<file path="src/rtl/control_fsm.sv">
// Multi-cycle FETCH/DECODE/EXEC/MEM sequencer for the RV32I datapath.
// Define CTRL_TRAP_EN to trap on illegal encodings; otherwise they execute as NOP.
module control_fsm (
    input  logic       clk,
    input  logic       rst_n,
    input  logic [6:0] opcode,
    input  logic [2:0] func3,
    input  logic [6:0] func7,
    input  logic       eq,
    input  logic       a_lt_b,
    input  logic       a_lt_ub,
    input  logic       mem_ready,
    output logic       mem_req,
    output logic       mem_wr,
    output logic       addr_sel,
    output logic       insn_we,
    output logic       rd_we,
    output logic       pc_we,
    output logic [1:0] rd_sel,
    output logic       alu_a_sel,
    output logic       alu_b_sel,
    output logic       pc_alu_sel,
    output logic       pc_next_sel,
    output logic [3:0] alu_func,
    output logic [2:0] sx_size,
    output logic       trap,
    output logic [2:0] state
);

    typedef enum logic [2:0] {
        S_FETCH  = 3'd0,
        S_DECODE = 3'd1,
        S_EXEC   = 3'd2,
        S_MEM    = 3'd3,
        S_TRAP   = 3'd4
    } state_t;

    localparam logic [6:0] OP_OP     = 7'b0110011;
    localparam logic [6:0] OP_IMM    = 7'b0010011;
    localparam logic [6:0] OP_LUI    = 7'b0110111;
    localparam logic [6:0] OP_AUIPC  = 7'b0010111;
    localparam logic [6:0] OP_JAL    = 7'b1101111;
    localparam logic [6:0] OP_JALR   = 7'b1100111;
    localparam logic [6:0] OP_BRANCH = 7'b1100011;
    localparam logic [6:0] OP_LOAD   = 7'b0000011;
    localparam logic [6:0] OP_STORE  = 7'b0100011;
    localparam logic [6:0] OP_MISC   = 7'b0001111;
    localparam logic [6:0] OP_SYSTEM = 7'b1110011;

    localparam logic [3:0] F_ADD = 4'd0, F_SUB = 4'd1, F_SLL = 4'd2, F_SLT = 4'd3;
    localparam logic [3:0] F_SLTU = 4'd4, F_XOR = 4'd5, F_SRL = 4'd6, F_SRA = 4'd7;
    localparam logic [3:0] F_OR = 4'd8, F_AND = 4'd9, F_PASS_B = 4'd10;

    state_t     state_q, state_d;
    logic [3:0] alu_fn;
    logic       br_ok, br_taken, illegal;
    logic       unused_func7;

    assign unused_func7 = ^{func7[6], func7[4:0]};

    always_ff @(posedge clk) begin
        if (!rst_n) state_q <= S_FETCH;
        else        state_q <= state_d;
    end

    // func7[5] picks SUB only for register-register ops; shifts honour it for both forms
    always_comb begin
        alu_fn = F_ADD;
        case (func3)
            3'b000:  alu_fn = (opcode == OP_OP && func7[5]) ? F_SUB : F_ADD;
            3'b001:  alu_fn = F_SLL;
            3'b010:  alu_fn = F_SLT;
            3'b011:  alu_fn = F_SLTU;
            3'b100:  alu_fn = F_XOR;
            3'b101:  alu_fn = func7[5] ? F_SRA : F_SRL;
            3'b110:  alu_fn = F_OR;
            default: alu_fn = F_AND;
        endcase
    end

    always_comb begin
        br_ok    = 1'b1;
        br_taken = 1'b0;
        case (func3[2:1])
            2'b00:   br_taken = eq ^ func3[0];
            2'b10:   br_taken = a_lt_b ^ func3[0];
            2'b11:   br_taken = a_lt_ub ^ func3[0];
            default: br_ok = 1'b0;
        endcase
    end

    always_comb begin
        state_d     = state_q;
        illegal     = 1'b0;
        mem_req     = 1'b0;
        mem_wr      = 1'b0;
        addr_sel    = 1'b0;
        insn_we     = 1'b0;
        rd_we       = 1'b0;
        pc_we       = 1'b0;
        rd_sel      = 2'd0;
        alu_a_sel   = 1'b0;
        alu_b_sel   = 1'b0;
        pc_alu_sel  = 1'b0;
        pc_next_sel = 1'b0;
        alu_func    = F_ADD;
        sx_size     = 3'd0;
        case (state_q)
            S_FETCH: begin
                mem_req = 1'b1;
                if (mem_ready) begin
                    insn_we = 1'b1;
                    state_d = S_DECODE;
                end
            end
            S_DECODE: state_d = S_EXEC;
            S_EXEC: begin
                state_d = S_FETCH;
                case (opcode)
                    OP_OP, OP_IMM: begin
                        alu_b_sel  = (opcode == OP_IMM);
                        alu_func   = alu_fn;
                        rd_sel     = 2'd1;
                        rd_we      = 1'b1;
                        pc_alu_sel = 1'b1;
                        pc_we      = 1'b1;
                    end
                    OP_LUI, OP_AUIPC: begin
                        alu_a_sel  = (opcode == OP_AUIPC);
                        alu_b_sel  = 1'b1;
                        alu_func   = (opcode == OP_LUI) ? F_PASS_B : F_ADD;
                        rd_sel     = 2'd1;
                        rd_we      = 1'b1;
                        pc_alu_sel = 1'b1;
                        pc_we      = 1'b1;
                    end
                    OP_JAL, OP_JALR: begin
                        alu_a_sel   = (opcode == OP_JAL);
                        alu_b_sel   = 1'b1;
                        pc_next_sel = 1'b1;
                        pc_we       = 1'b1;
                        pc_alu_sel  = 1'b1;
                        rd_we       = 1'b1;
                    end
                    OP_BRANCH: begin
                        if (br_ok) begin
                            alu_func   = F_SUB;
                            pc_alu_sel = !br_taken;
                            pc_we      = 1'b1;
                        end else begin
                            illegal = 1'b1;
                        end
                    end
                    OP_LOAD, OP_STORE: begin
                        alu_b_sel = 1'b1;
                        sx_size   = func3;
                        state_d   = S_MEM;
                    end
                    OP_MISC, OP_SYSTEM: begin
                        pc_alu_sel = 1'b1;
                        pc_we      = 1'b1;
                    end
                    default: illegal = 1'b1;
                endcase
                if (illegal) begin
`ifdef CTRL_TRAP_EN
                    state_d = S_TRAP;
`else
                    pc_alu_sel = 1'b1;
                    pc_we      = 1'b1;
`endif
                end
            end
            S_MEM: begin
                alu_b_sel  = 1'b1;
                addr_sel   = 1'b1;
                mem_req    = 1'b1;
                mem_wr     = (opcode == OP_STORE);
                sx_size    = func3;
                pc_alu_sel = 1'b1;
                rd_sel     = (opcode == OP_LOAD) ? 2'd2 : 2'd0;
                if (mem_ready) begin
                    pc_we   = 1'b1;
                    rd_we   = (opcode == OP_LOAD);
                    state_d = S_FETCH;
                end
            end
`ifdef CTRL_TRAP_EN
            S_TRAP:  state_d = S_TRAP;
`endif
            default: state_d = S_FETCH;
        endcase

`ifdef CTRL_TRAP_EN
        trap  = (state_q == S_TRAP);
`else
        trap  = 1'b0;
`endif
        state = state_q;

        // Outputs are held at zero for as long as reset is asserted
        if (!rst_n) begin
            mem_req     = 1'b0;
            mem_wr      = 1'b0;
            addr_sel    = 1'b0;
            insn_we     = 1'b0;
            rd_we       = 1'b0;
            pc_we       = 1'b0;
            rd_sel      = 2'd0;
            alu_a_sel   = 1'b0;
            alu_b_sel   = 1'b0;
            pc_alu_sel  = 1'b0;
            pc_next_sel = 1'b0;
            alu_func    = 4'd0;
            sx_size     = 3'd0;
            trap        = 1'b0;
            state       = 3'd0;
        end
    end

endmodule

</file>
<file path="config.mk">
export PLATFORM = sky130hd
export DESIGN_NAME = control_fsm
export DESIGN_NICKNAME = d
export VERILOG_FILES = /design/src/rtl/control_fsm.sv
export SDC_FILE = /design/constraint.sdc
export NUM_CORES = 1
export LEC_CHECK = 0
export ABC_AREA = 1
export ABC_CLOCK_PERIOD_IN_PS = 3100
export CAP_MARGIN = 5
export CORE_UTILIZATION = 39
export CTS_CLUSTER_DIAMETER = 120
export CTS_CLUSTER_SIZE = 40
export DETAILED_ROUTE_END_ITERATION = 16
export HOLD_SLACK_MARGIN = 0.12
export PLACE_DENSITY = 0.86
export SLEW_MARGIN = 20
export SYNTH_ARGS = -nofsm -noshare
export SYNTH_HDL_FRONTEND = slang
export SYNTH_SLANG_ARGS = --single-unit
</file>
<file path="constraint.sdc">
create_clock -name clk -period 3.1 [get_ports clk]
set_input_delay 0.465 -clock clk [delete_from_list [all_inputs] [get_ports clk]]
set_output_delay 0.465 -clock clk [all_outputs]
set_load 0.005 [all_outputs]
</file>
==> results of run 1 <==
==> tightest hold or removal path, cell delays in order (launching register included) <==
cell and delay (ps):
sky130_fd_sc_hd__dfxtp_1 340, sky130_fd_sc_hd__nand2_1 90, sky130_fd_sc_hd__o21ai_1 70
==> cells in the final DEF, fill, tap and decap left out, drive strengths merged <==
master         Yosys  final
clkdlybuf4s50      0     37
inv               25     25
nand2             24     24
nor2              24     24
nand3             11     11
o21ai              9      9
nor3               7      7
ha                 4      4
a21oi              4      4
nand4              3      3
clkbuf             0      3
a31oi              2      2
conb               1      2
dfxtp              2      2
o31ai              2      2
o211ai             1      1
nand3b             1      1
a21boi             1      1
clkinv             1      1
and2               1      1
a41oi              1      1
a22oi              1      1
nor4               1      1
buf                3      1
==> final cells by class <==
type | count | area (um2) | area share, %
Clock buffer | 3 | 22.52 | 1.996
Inverter | 26 | 97.59 | 8.647
Multi-Input combinational cell | 99 | 559.3 | 49.56
Sequential cell | 2 | 40.04 | 3.548
Tap cell | 25 | 31.28 | 2.772
Timing Repair Buffer | 38 | 377.9 | 33.48
==> through the flow <==
step	worst slack, ps	utilization [%]
2_1_floorplan	1397	-
3_3_place_gp	338.3	64.06
3_5_place_dp	289.9	64.06
4_1_cts	288.7	65.36
5_1_grt	150.0	65.36
6_report	277.7	65.36
==> cells in the mapped netlist, drive strengths merged, types with 2 or more instances <==
cell type,count
nand2,24
dfxtp,2
a21oi,4
inv,25
nor3,7
buf,3
ha,4
o31ai,2
a31oi,2
nor2,24
nand4,3
nand3,11
o21ai,9
==> power by group through the flow <==
| stage | Sequential [mW] | Combinational (mW) | Clock, mW |
|---|---|---|---|
| 3_5_place_dp | 0.0483 | 0.194 | 0 |
| 2_1_floorplan | 0.0456 | 0.109 | 0 |
| 4_1_cts | 0.0478 | 0.196 | 0.0618 |
| 3_3_place_gp | 0.0472 | 0.188 | 0 |
| 5_1_grt | 0.0489 | 0.218 | 0.0648 |
| 6_report | 0.0476 | 0.195 | 0.0572 |
==> metal layers <==
metal	vias up	part of all wire, %	global-route usage (%)
li1	495	-	-
met1	440	42	23.49
met2	30	53	43.53
met3	2	4.6	3.200
met4	0	0.68	9.091
met5	-	0	0
==> cell families after synthesis <==
group           after synthesis  synth area share (%)
compound gates               21                 19.12
simple gates                 72                 51.23
fa+ha+maj                     4                 7.018
other cells                   1                0.5258
buf+inv                      29                 16.49
flops                         2                 5.614
==> worst paths after layout <==
kind | cells past startpoint | slack, ps | endpoint
hold reg to reg | 2 | 550 | state_q[0]
hold / removal | 2 | 550 | state_q[0]
setup / recovery | 8 | 280 | alu_func[0]
setup reg to reg | 7 | 1680 | state_q[0]
==> results_dict.tcl, run 1 <==
set metrics [dict create \
    first_pass_iters 4 \
    yosysWarnings 0 \
    max-cap-violations 0 \
    final-max-slew-violation-count 0 \
    result_of_the_run "complete, no violations" \
    hpwlAfterDp_um 1701 \
    critical-path-slowest-cell "sky130_fd_sc_hd__clkdlybuf4s50_1" \
    fraction_of_power_spent_switching_nets_pct 42.77 \
    netlist.top_cell.by_area "sky130_fd_sc_hd__inv_1" \
    worstSkewPairLatency_ps 220 \
    timing.rr.start "state_q[0]" \
    report.final.hold_viol_count 0 \
    grt_antenna_before_repair 0 \
    core_region_area_mm2 0.001727 \
    crit_path_cell_trace "clkdlybuf4s50_1, inv_2, nand2_2, nor3_4, nand3_2, o31ai_2, a21boi_1, clkdlybuf4s50_1" \
    critPathMostFrequentCell "sky130_fd_sc_hd__clkdlybuf4s50_1" \
    switching_power_mw 0.1283 \
    cts_buffer_depth 2 \
    cts_hold_repair.buffers 0 \
    grt_start_max_net_pins 11 \
    final_min_period_over_clock_period_pct 91.04 \
    post-cts-setup-buffer-count 0 \
    synth_ff_type "sky130_fd_sc_hd__dfxtp_1" \
    timing.setup.tns_ps 0 \
    cts.htree.levels 1 \
    synth_seq_area_share_pct 5.614 \
    power.total_mw 0.2999 \
    cpLargestDelayFamily "buffers and inverters" \
    crit_path_start "opcode[6]" \
    clockPowerShare_pct 19.1 \
    total_routed_wirelength_um 2071 \
    die_area_mm2 0.002004 \
    instances_no_fill 193 \
    n_fill_cell 168 \
    crit_fanout 5 \
    leakagePower_nw 0.5159 \
    synth_async_sr_flop_share_pct 0 \
    ant_nets 0 \
    post_synth_num_cell_types 35 \
    type_of_origin_of_the_critical_path "primary input" \
    ctsResizeCount 0 \
    peakVddDrop_uv 248.8 \
    place_inst 190 \
    grt_pass1_vias 863 \
    crit_buf_inv 3 \
    syn_avg_cell_area_um2 5.529 \
    largest_register_ff_count 2 \
    placedInstanceArea_mm2 0.001106 \
    crit_type "primary input to output pin" \
    grt_setup_unrepaired "no" \
    mappedNetlistArea_um2 713.2 \
    p_seq_share_pct 15.9 \
    track_usage_pct 22.28 \
    crit_path_end_kind "output pin" \
    root_buffer "sky130_fd_sc_hd__clkbuf_4" \
    cts_inserted_buffers 3 \
    grt_first_pass_wirelength_um 3367 \
    count_of_port_buffers_added_during_placement 37 \
    critPathArrivalTime_ps 2360 \
    cts.sinks 2 \
    final.min_clock_period_ps 2822 \
    clkSlewWorstSetupHoldPaths_ps 30 \
    reg_top3 "state_q: 2 flops" \
    min-delay-path-class "register to register" \
    setup_viol 0 \
    die_h_um 44.77 \
    grt.overflow.total 0 \
    gp_congestion 0.8118 \
    worst_hold_slack_ps 552.4 \
    routed_wire_length_per_instance_um 10.73 \
    timing.hold.worst.start "state_q[0]" \
    design.portCount 46 \
    tritoncts_clock_tree "built" \
    final_area_mm2 0.001129 \
    vias_per_cell 5.010 \
    ys_top_cells_by_area "sky130_fd_sc_hd__inv_1, sky130_fd_sc_hd__nand2_1, sky130_fd_sc_hd__nor2_1" \
    antenna_cells 0 \
    detailedRoute.firstIterationViolations 23 \
    combPwrFrac_pct 65.0 \
    die_width_um 44.77 \
    register_with_the_highest_flop_count "state_q" \
    flow.area_growth_from_synthesis_pct 58.25 \
    final_nets 197 \
    synthesis.instances 129 \
    floorplan.rows 15 \
    synth_edf_count 0 \
    power_density_mw_per_mm2 265.8 \
    internal_power_mw 0.1717 \
    synth-seq-cells 2 \
    max_clock_freq_ghz 0.3543 \
    post-synth-top-area-fraction_pct 11.58 \
    final.setup_skew_ps 1.110 \
    layout-drive-gt1-share_pct 13.10 \
    timing.critical_path.slowest_cell_delay_ps 520 \
    timing.critical_path.required_ps 2630 \
    via_count 967 \
    initial_core_utilization_pct 41.30 \
    drc_errors 0 \
]
No activity file was read; power rests on OpenSTA's default activity.
==> run 2, diff against run 1 <==
- ABC_CLOCK_PERIOD_IN_PS: 3100 -> 2590
- CORE_UTILIZATION: 39 -> 33
- CTS_CLUSTER_SIZE: 40 -> 10
- PLACE_DENSITY: 0.86 -> 0.77
- clock period: 3.1 -> 2.59 ns (I/O delays scaled with it)
==> results_dict.tcl, run 2 (synthesis results as in run 1) <==
set metrics [dict create \
    result_of_the_run "complete, no violations" \
    die_area_mm2 0.002351 \
    routed_wire_length_per_instance_um 11.45 \
    antenna_cells 0 \
    ant_nets 0 \
    crit_fanout 3 \
    leakagePower_nw 0.7249 \
    critical-path-slowest-cell "sky130_fd_sc_hd__clkdlybuf4s50_1" \
    register_with_the_highest_flop_count "state_q" \
    grt_pass1_vias 957 \
    cts_buffer_depth 2 \
    reg_top3 "state_q: 2 flops" \
    drc_errors 0 \
    die_width_um 48.49 \
    max-cap-violations 0 \
    grt_first_pass_wirelength_um 3829 \
    n_fill_cell 196 \
    crit_type "primary input to output pin" \
    worstSkewPairLatency_ps 220 \
    design.portCount 46 \
    floorplan.rows 16 \
    track_usage_pct 20.40 \
    count_of_port_buffers_added_during_placement 37 \
    core_region_area_mm2 0.002002 \
    final-max-slew-violation-count 0 \
    min-delay-path-class "register to register" \
    cts_inserted_buffers 3 \
    timing.critical_path.required_ps 2200 \
    power_density_mw_per_mm2 294.3 \
    final.min_clock_period_ps 2477 \
    root_buffer "sky130_fd_sc_hd__clkbuf_4" \
    cts.htree.levels 1 \
    detailedRoute.firstIterationViolations 20 \
    first_pass_iters 4 \
    dp_slack_ps -10.71 \
    tritoncts_clock_tree "built" \
    cts.sinks 2 \
    clkSlewWorstSetupHoldPaths_ps 30 \
    total_routed_wirelength_um 2359 \
    worst_hold_slack_ps 555.3 \
    setup_viol 0 \
    initial_core_utilization_pct 35.62 \
    timing.critical_path.slowest_cell_delay_ps 480 \
    mostFrequentLayoutCell "sky130_fd_sc_hd__clkdlybuf4s50_1" \
    vias_per_cell 4.981 \
    gp_congestion 0.8615 \
    hpwlAfterDp_um 1810 \
    critPathMostFrequentCell "sky130_fd_sc_hd__clkdlybuf4s50_1" \
    crit_path_cell_trace "clkdlybuf4s50_1, buf_4, nor3_2, nand4_1, o31ai_1, nand2_1, inv_1, clkdlybuf4s50_1" \
    final_min_period_over_clock_period_pct 95.65 \
    worst_slack_ps 112.7 \
    grt.overflow.total 0 \
    type_of_origin_of_the_critical_path "primary input" \
    grt_antenna_before_repair 0 \
    critPathArrivalTime_ps 2090 \
    report.final.hold_viol_count 0 \
    layout-drive-gt1-share_pct 21.23 \
    final_nets 208 \
    via_count 1026 \
    die_h_um 48.49 \
    peakVddDrop_uv 340.9 \
    grt_start_max_net_pins 10 \
    flow.area_growth_from_synthesis_pct 77.54 \
    crit_path_end_kind "output pin" \
    final.setup_skew_ps 1.669 \
    most-common-layout-cells "sky130_fd_sc_hd__clkdlybuf4s50_1, sky130_fd_sc_hd__inv_1, sky130_fd_sc_hd__nand2_1" \
    largest_register_ff_count 2 \
    max_clock_freq_ghz 0.4037 \
]
==> run 2: per-stage QoR <==
stage | setup TNS (ps) | instance area, um2 | cells | util [%] | total power, mW
4_1_cts | 0 | 1205 | 205 | 60.19 | 0.3767
2_1_floorplan | 0 | 716.9 | 130 | - | 0.1851
3_5_place_dp | -27.85 | 1169 | 200 | 58.38 | 0.2987
6_report | 0 | 1266 | 206 | 63.25 | 0.3726
3_3_place_gp | 0 | 1169 | 200 | 58.38 | 0.2895
5_1_grt | -51.01 | 1266 | 206 | 63.25 | 0.4102
==> run 2: report_power, final <==
| part | internal [mW] | switching [mW] | leakage [nW] |
|---|---|---|---|
| Clock | 0.0512 | 0.0183 | 0.0138 |
| Combinational | 0.119 | 0.126 | 0.695 |
| Sequential | 0.0424 | 0.0154 | 0.0166 |
==> run 2: repair_timing <==
action	in CTS	in global routing
buffers inserted	2	1
hold buffers	0	0
gates resized for setup	2	16
pin swaps	0	4
endpoints found under the setup margin	6	9
==> run 2: worst max-delay path, delay by kind of cell <==
family          cells  cell delay [ps]
buf+inv             4             1150
simple gates        3              440
compound gates      1              100
==> run 2: worst paths after layout <==
| check | startpoint | end | slack (ps) | cells past startpoint |
|---|---|---|---|---|
| hold reg to reg | state_q[0] | state_q[0] | 560 | 2 |
| hold / removal | state_q[0] | state_q[0] | 560 | 2 |
| setup reg to reg | state_q[0] | state_q[0] | 1180 | 7 |
| setup / recovery | opcode[3] | alu_func[3] | 110 | 8 |
==> run 2: cell type report <==
cell class,count,area [um2],share of cell area (%)
clock buffer,3,22.52,1.779
inverter,26,97.59,7.708
multi-input combinational,99,588.1,46.44
sequential,2,40.04,3.162
tap,27,33.78,2.668
timing repair buffer,49,484.2,38.24
==> run 2: metal layers <==
| layer | vias up | wire, um | global-route usage (%) |
|---|---|---|---|
| met4 | 0 | 0 | 9.314 |
| met2 | 41 | 1254 | 38.97 |
| met1 | 469 | 964 | 21.90 |
| li1 | 516 | - | - |
| met5 | - | 0 | 0 |
| met3 | 0 | 140 | 2.830 |
==> run 3, diff against run 2 <==
- CTS_CLUSTER_SIZE: 10 -> 8
==> results of run 3 <==
The final DEF is identical to that of run 2; final timing and power are the same.
